`src/rtl/vx_cache_bank_flush_walker_if.sv`:
```
// Handshake bundle between a cache bank and its flush walker: controller pulses,
// the flush-op issue channel, and bank status (retire pulses, memory queue empty).
interface vx_cache_bank_flush_walker_if #(
  parameter int NUM_SETS = 64,
  parameter int NUM_WAYS = 4
);
  localparam int SET_W = $clog2(NUM_SETS);
  localparam int WAY_W = (NUM_WAYS > 1) ? $clog2(NUM_WAYS) : 1;

  logic             flush_begin;
  logic             flush_end;
  logic             flush_busy;
  logic             fop_valid;
  logic [SET_W-1:0] fop_set;
  logic [WAY_W-1:0] fop_way;
  logic             fop_inval;
  logic             fop_ready;
  logic             fop_done;
  logic             mreq_empty;

  // Walker side
  modport master (
    input  flush_begin,
    input  fop_ready,
    input  fop_done,
    input  mreq_empty,
    output flush_end,
    output flush_busy,
    output fop_valid,
    output fop_set,
    output fop_way,
    output fop_inval
  );

  // Bank / controller side
  modport slave (
    output flush_begin,
    output fop_ready,
    output fop_done,
    output mreq_empty,
    input  flush_end,
    input  flush_busy,
    input  fop_valid,
    input  fop_set,
    input  fop_way,
    input  fop_inval
  );
endinterface

```
`src/rtl/vx_cache_bank_flush_walker.sv`:
```
// Per-bank flush walker: issues one flush op per (set, way) line, then waits for retirement and
// an empty memory-request queue before pulsing flush_end. VX_FLUSH_WALKER_INVAL_EN makes every op invalidate.
module vx_cache_bank_flush_walker #(
  parameter int NUM_SETS    = 64,
  parameter int NUM_WAYS    = 4,
  parameter int MAX_PENDING = 4
) (
  input  logic clk,
  input  logic reset,
  vx_cache_bank_flush_walker_if.master bus
);
  localparam int SET_W    = $clog2(NUM_SETS);
  localparam int WAY_BITS = $clog2(NUM_WAYS);
  localparam int WAY_W    = (NUM_WAYS > 1) ? WAY_BITS : 1;
  localparam int IDX_W    = SET_W + WAY_BITS;
  localparam int PEND_W   = $clog2(MAX_PENDING + 1);
  localparam logic [PEND_W-1:0] PEND_MAX = PEND_W'(MAX_PENDING);
`ifdef VX_FLUSH_WALKER_INVAL_EN
  localparam logic INVAL_EN = 1'b1;
`else
  localparam logic INVAL_EN = 1'b0;
`endif

  typedef enum logic [1:0] {
    ST_IDLE  = 2'd0,
    ST_WALK  = 2'd1,
    ST_DRAIN = 2'd2,
    ST_DONE  = 2'd3
  } state_t;

  state_t              state_reg, state_next;
  logic [IDX_W-1:0]    idx_reg, idx_next;
  logic [PEND_W-1:0]   pending_reg, pending_next;
  logic [SET_W-1:0]    set_idx;
  logic [WAY_W-1:0]    way_idx;
  logic                op_valid;
  logic                fire;
  logic                walk_last;

  // Set occupies the low bits so the walk is set-inner, way-outer.
  assign set_idx   = idx_reg[SET_W-1:0];
  assign walk_last = &idx_reg;
  assign fire      = op_valid & bus.fop_ready;

  generate
    if (NUM_WAYS > 1) begin : g_way
      assign way_idx = idx_reg[IDX_W-1:SET_W];
    end else begin : g_no_way
      assign way_idx = '0;
    end
  endgenerate

  always_ff @(posedge clk) begin
    if (!reset) begin
      state_reg   <= ST_IDLE;
      idx_reg     <= '0;
      pending_reg <= '0;
    end else begin
      state_reg   <= state_next;
      idx_reg     <= idx_next;
      pending_reg <= pending_next;
    end
  end

  always_comb begin
    state_next   = state_reg;
    idx_next     = idx_reg;
    pending_next = pending_reg;

    // A retire with nothing outstanding is dropped rather than wrapping the count.
    if (fire && !bus.fop_done) begin
      pending_next = pending_reg + PEND_W'(1);
    end else if (!fire && bus.fop_done && (pending_reg != '0)) begin
      pending_next = pending_reg - PEND_W'(1);
    end

    case (state_reg)
      ST_IDLE: begin
        if (bus.flush_begin) begin
          state_next = ST_WALK;
          idx_next   = '0;
        end
      end
      ST_WALK: begin
        if (fire) begin
          idx_next = idx_reg + IDX_W'(1);
          if (walk_last) begin
            state_next = ST_DRAIN;
          end
        end
      end
      ST_DRAIN: begin
        // Judged on the settled count, so the final retirement lands before completion.
        if ((pending_reg == '0) && bus.mreq_empty) begin
          state_next = ST_DONE;
        end
      end
      ST_DONE: begin
        state_next = ST_IDLE;
      end
      default: begin
        state_next = ST_IDLE;
      end
    endcase
  end

  always_comb begin
    op_valid       = 1'b0;
    bus.flush_busy = 1'b0;
    bus.flush_end  = 1'b0;
    if (reset) begin
      op_valid       = (state_reg == ST_WALK) && (pending_reg != PEND_MAX);
      bus.flush_busy = (state_reg != ST_IDLE);
      bus.flush_end  = (state_reg == ST_DONE);
    end
    bus.fop_valid = op_valid;
    bus.fop_set   = op_valid ? set_idx : '0;
    bus.fop_way   = op_valid ? way_idx : '0;
    bus.fop_inval = op_valid & INVAL_EN;
  end

  always @(posedge clk) begin
    if (reset) begin
      assert (!(bus.flush_begin && (state_reg != ST_IDLE)))
        else $warning("flush_begin ignored while walker busy");
      assert (!(bus.fop_done && (pending_reg == '0)))
        else $error("fop_done received with no flush op outstanding");
    end
  end
endmodule

```
`src/flat_wrapper.sv`:
```
// flat-port wrapper written by rule: the top's interface ports become plain ports
module vx_cache_bank_flush_walker_flat 
#(
  parameter int NUM_SETS    = 64,
  parameter int NUM_WAYS    = 4,
  parameter int MAX_PENDING = 4
)
  (clk, reset, bus_flush_begin, bus_fop_ready, bus_fop_done, bus_mreq_empty, bus_flush_end, bus_flush_busy, bus_fop_valid, bus_fop_set, bus_fop_way, bus_fop_inval);
  vx_cache_bank_flush_walker_if #(.NUM_SETS(NUM_SETS), .NUM_WAYS(NUM_WAYS)) bus_i ();
  input  logic clk;
  input  logic reset;
  input wire logic [$bits(bus_i.flush_begin)-1:0] bus_flush_begin;
  input wire logic [$bits(bus_i.fop_ready)-1:0] bus_fop_ready;
  input wire logic [$bits(bus_i.fop_done)-1:0] bus_fop_done;
  input wire logic [$bits(bus_i.mreq_empty)-1:0] bus_mreq_empty;
  output wire logic [$bits(bus_i.flush_end)-1:0] bus_flush_end;
  output wire logic [$bits(bus_i.flush_busy)-1:0] bus_flush_busy;
  output wire logic [$bits(bus_i.fop_valid)-1:0] bus_fop_valid;
  output wire logic [$bits(bus_i.fop_set)-1:0] bus_fop_set;
  output wire logic [$bits(bus_i.fop_way)-1:0] bus_fop_way;
  output wire logic [$bits(bus_i.fop_inval)-1:0] bus_fop_inval;
  assign bus_i.flush_begin = bus_flush_begin;
  assign bus_i.fop_ready = bus_fop_ready;
  assign bus_i.fop_done = bus_fop_done;
  assign bus_i.mreq_empty = bus_mreq_empty;
  assign bus_flush_end = bus_i.flush_end;
  assign bus_flush_busy = bus_i.flush_busy;
  assign bus_fop_valid = bus_i.fop_valid;
  assign bus_fop_set = bus_i.fop_set;
  assign bus_fop_way = bus_i.fop_way;
  assign bus_fop_inval = bus_i.fop_inval;
  vx_cache_bank_flush_walker #(.NUM_SETS(NUM_SETS), .NUM_WAYS(NUM_WAYS), .MAX_PENDING(MAX_PENDING)) u_core (.clk(clk), .reset(reset), .bus(bus_i));
endmodule
```
`config.mk`:
```
export PLATFORM = sky130hd
export DESIGN_NAME = vx_cache_bank_flush_walker_flat
export DESIGN_NICKNAME = d
export VERILOG_FILES = /design/src/rtl/vx_cache_bank_flush_walker_if.sv /design/src/rtl/vx_cache_bank_flush_walker.sv /design/src/flat_wrapper.sv
export SDC_FILE = /design/constraint.sdc
export NUM_CORES = 1
export LEC_CHECK = 0
export CORE_UTILIZATION = 30
export CTS_CLUSTER_SIZE = 24
export DETAILED_ROUTE_END_ITERATION = 10
export PLACE_DENSITY_LB_ADDON = 0.05
export SLEW_MARGIN = 10
export SYNTH_ARGS = -nofsm -noshare
export SYNTH_HDL_FRONTEND = slang
export SYNTH_SLANG_ARGS = --single-unit
```
`constraint.sdc`:
```
create_clock -name clk -period 2.5 [get_ports clk]
set_input_delay 0.5 -clock clk [delete_from_list [all_inputs] [get_ports clk]]
set_output_delay 0.5 -clock clk [all_outputs]
set_load 0.1 [all_outputs]
```
==> results of run 1 <==
## worst register-to-register path: cells and delay by family (launching register included)
kind                     cells  cell delay [ns]
AND/OR/NAND/NOR              5             0.85
flip-flops                   1             0.35
buffers and inverters        1             0.08
AO/OA/AOI/OAI                1             0.27
adder cells (fa/ha/maj)      2             0.67
## Yosys cell counts (all sizes together), types with 2 or more instances
library cell / n
dfxtp: 13
nand2: 12
and3: 8
a21oi: 7
or3: 6
ha: 5
o21ai: 5
buf: 4
mux2i: 4
nand3: 4
inv: 3
nor2b: 3
o31ai: 3
and2: 2
and4: 2
or2b: 2
## power groups by stage
stage / logic (mW) / registers [mW] / clock network, mW
floorplan: 0.452 / 0.291 / 0
global placement: 0.611 / 0.303 / 0
detailed placement: 0.615 / 0.304 / 0
finish: 0.618 / 0.301 / 0.139
CTS: 0.619 / 0.300 / 0.144
global route: 0.672 / 0.306 / 0.155
## metrics by stage
step	area (um^2)	total power, mW	TNS, ns
5_1_grt	1275	1.132	0
6_report	1275	1.057	0
3_5_place_dp	1246	0.9195	-0.08445
4_1_cts	1272	1.063	0
3_3_place_gp	1246	0.9137	-0.03127
2_1_floorplan	908.4	0.7421	0
## kinds of logic after synthesis
group | share of synthesized area (%)
AO/OA/AOI/OAI | 19.09
adder cells (fa/ha/maj) | 9.129
buffers and inverters | 4.701
flip-flops | 28.77
multiplexers | 5.671
other | 0.4145
AND/OR/NAND/NOR | 32.23
## area by class of cell
type	count	area, um^2	share of cell area (%)
inverter	3	11.26	0.8832
timing repair buffer	24	330.3	25.91
sequential	13	260.3	20.41
tap	31	38.79	3.042
clock buffer	4	26.28	2.061
multi-input combinational	87	608.1	47.69
## placed cells by master (no fill, tap or decap), types with 2 or more instances in the layout
cell / instances
a21oi_1: 6
mux2i_1: 4
or2b_1: 2
nand3_1: 4
buf_4: 8
o21ai_0: 5
ha_1: 4
o31ai_1: 3
and2_1: 2
nor2b_1: 3
and3_1: 8
buf_12: 11
clkdlybuf4s50_1: 5
dfxtp_1: 13
inv_1: 3
clkbuf_4: 3
or3_1: 6
and4_1: 2
nand2_1: 12
## metal layers
layer  share of wire (%)  up-vias  global-route usage [%]
met5                   0        -                       0
met3                 3.6        4                   3.687
li1                    -      446                       -
met2                  43       15                   22.18
met1                  52      378                   19.21
met4                 1.2        0                   4.181
## worst max-delay path by stage
stage	end	cells after the start	startpoint	slack, ns
5_1_grt	u_core.pending_reg[2]	9	u_core.state_reg[1]	0.03
2_1_floorplan	u_core.pending_reg[2]	10	u_core.state_reg[1]	0.18
4_1_cts	u_core.pending_reg[2]	9	u_core.state_reg[1]	0.17
6_report	u_core.pending_reg[2]	8	reset	0.17
3_3_place_gp	u_core.pending_reg[2]	8	reset	-0.03
3_5_place_dp	u_core.pending_reg[2]	8	reset	-0.08
==> impl_results.md, run 1 <==
* Status: complete, but fails checks
* Failing checks: DRC
* GRT Util Overall at 14.20%
* Initial core utilization at approximately 32%
* RSZ-0062 raised after global routing: false
* Ports at 18
* Top_reg_cell synth: dfxtp_1
* Setup Skew at 0.005103 ns
* Sw Share at between 40% and 50%
* Post-CTS Hold Buffers at 0
* DRT Wirelength at between 2 and 2.5 mm
* Slowest CP cell: clkdlybuf4s50_1
* Vias per std cell at ~5.2
* Setup Buffers After CTS at 0
* Number of fill cells at roughly 290
* Sequential fraction of the synthesis area at 28.77%
* Die ar. at around 3200 um^2
* Hold Violations, Final at 0
* Synthesized area at approximately 900 um^2
* Post-synth EDFFs at 0
* Crit Reg-Reg Startpoint: u_core.state_reg[1]
* Initial antenna violation count at 0
* Vias in the first global route at between 800 and 900
* Power density cells at a little over 800 nW/um^2
* Final number of max-transition violations at 0
* Worst-Skew Late Latency at approximately 0.28 ns
* Largest register FFs at 8
* Max clock buf depth at 2
* N_diodes at 0
* Synth top area share at 28.77%
* Crit path cell chain: clkdlybuf4s50_1, and2_1, nand3_1, or2_2, fa_1, nor2b_1, nor2b_1, o32ai_1
* Finished Layout Cells at between 150 and 200
* FMAX at 429.1 MHz
* Num CTS Buffers at 3
* Max-cap viol count at 0
* Placed cells at between 150 and 200
* YS warnings at 0
* GP Congestion at approximately 0.74
* # resized after CTS at 0
* Hold Crit Class: flop to flop
* R2r endpoint: u_core.pending_reg[2]
* Mean Syn Cell Area at roughly 8.4 um^2
* Worst-case reg-to-reg path depth at 9
* Share of cells above drive strength 1 at between 20% and 30%
* CTS tree: done
* Largest area contributor in the netlist: dfxtp_1
* Fin nets at around 140
* Critical Path RT at approximately 2.7 ns
* Dpl ws at -0.08445 ns
* Area Growth Syn to Fin at 40.94%
* Largest cells by area after synthesis: dfxtp_1 29%, ha_1 6.9%, and3_1 5.5%
* FF+latch count, synth at 13
* Final ANT Viol Nets at 0
* Async set-reset flop share out of synthesis at 0%
* CP Class: input port to flop
* FP Rows at 19
* Fin crit period at 2.330 ns
* Critical path's most frequent cell: nor2b_1
* Combinational power share at roughly 58%
* Max incr delay on CP at approximately 0.47 ns
* Clk slew on worst S/H paths at around 0.08 ns
* Via count at around 840
* 1st-iter DRT viols at 23
* Hold WS at 0.5010 ns
* Syn nets at 120
* Post-DP HPWL at between 1.5 and 2 mm
* Die Y at about 57 um
* Pint at approximately 570 uW
* DRC violations left at 4
* Clock Power Share at a little over an eighth
* Syn Inst Count at 108
* Min-Delay Endpoint: u_core.idx_reg[7]
* Die W at approximately 57 um
* CTS root buf: clkbuf_4
* PnR worst setup slack at 0.1696 ns
* Peak supply drop at 0.0005249 V
* Final Cycle Share at 93.22%
* Unique cell type count in the Yosys netlist at 42
* Largest net degree at the start of global routing at 17
* Seq pwr share at between 20 and 30%
* WP buf/inv at 1
* Clock sinks at 13
* Port Buf Inserts at 16
* Hold Crit Start: u_core.idx_reg[7]
* First-pass GRT wire length at approximately 3.6 mm
* Final Setup Violations at 0
* Sw Pwr at 489.7 uW
* Crit. End Element: flop
* CP top delay family: simple AND/OR/NAND/NOR gates
* Core Area at about 2800 um^2
* H-tree depth at 1
* Drt first pass iters at 7
* Final Util at a little under half
* CP arrival at approximately 2.5 ns
* Pleak at 0.5273 nW
* R2R Setup Slk at 0.18 ns
* Post-DR wirelength/cell at between 10 and 15 um
* CP Launch Type: input port
* Hold Crit Depth at 2
* Gr ovfl total at 0
* Crit path max fanout at 3
Power figures use the tool's default switching activity.
==> run 2, diff against run 1 <==
--- a/config.mk
+++ b/config.mk
@@ -5,6 +5,7 @@
 export SDC_FILE = /design/constraint.sdc
 export NUM_CORES = 1
 export LEC_CHECK = 0
+export CAP_MARGIN = 25
 export CORE_UTILIZATION = 30
 export CTS_CLUSTER_SIZE = 24
 export DETAILED_ROUTE_END_ITERATION = 10
==> results of run 2 <==
The final DEF is identical to that of run 1; final timing and power are the same.
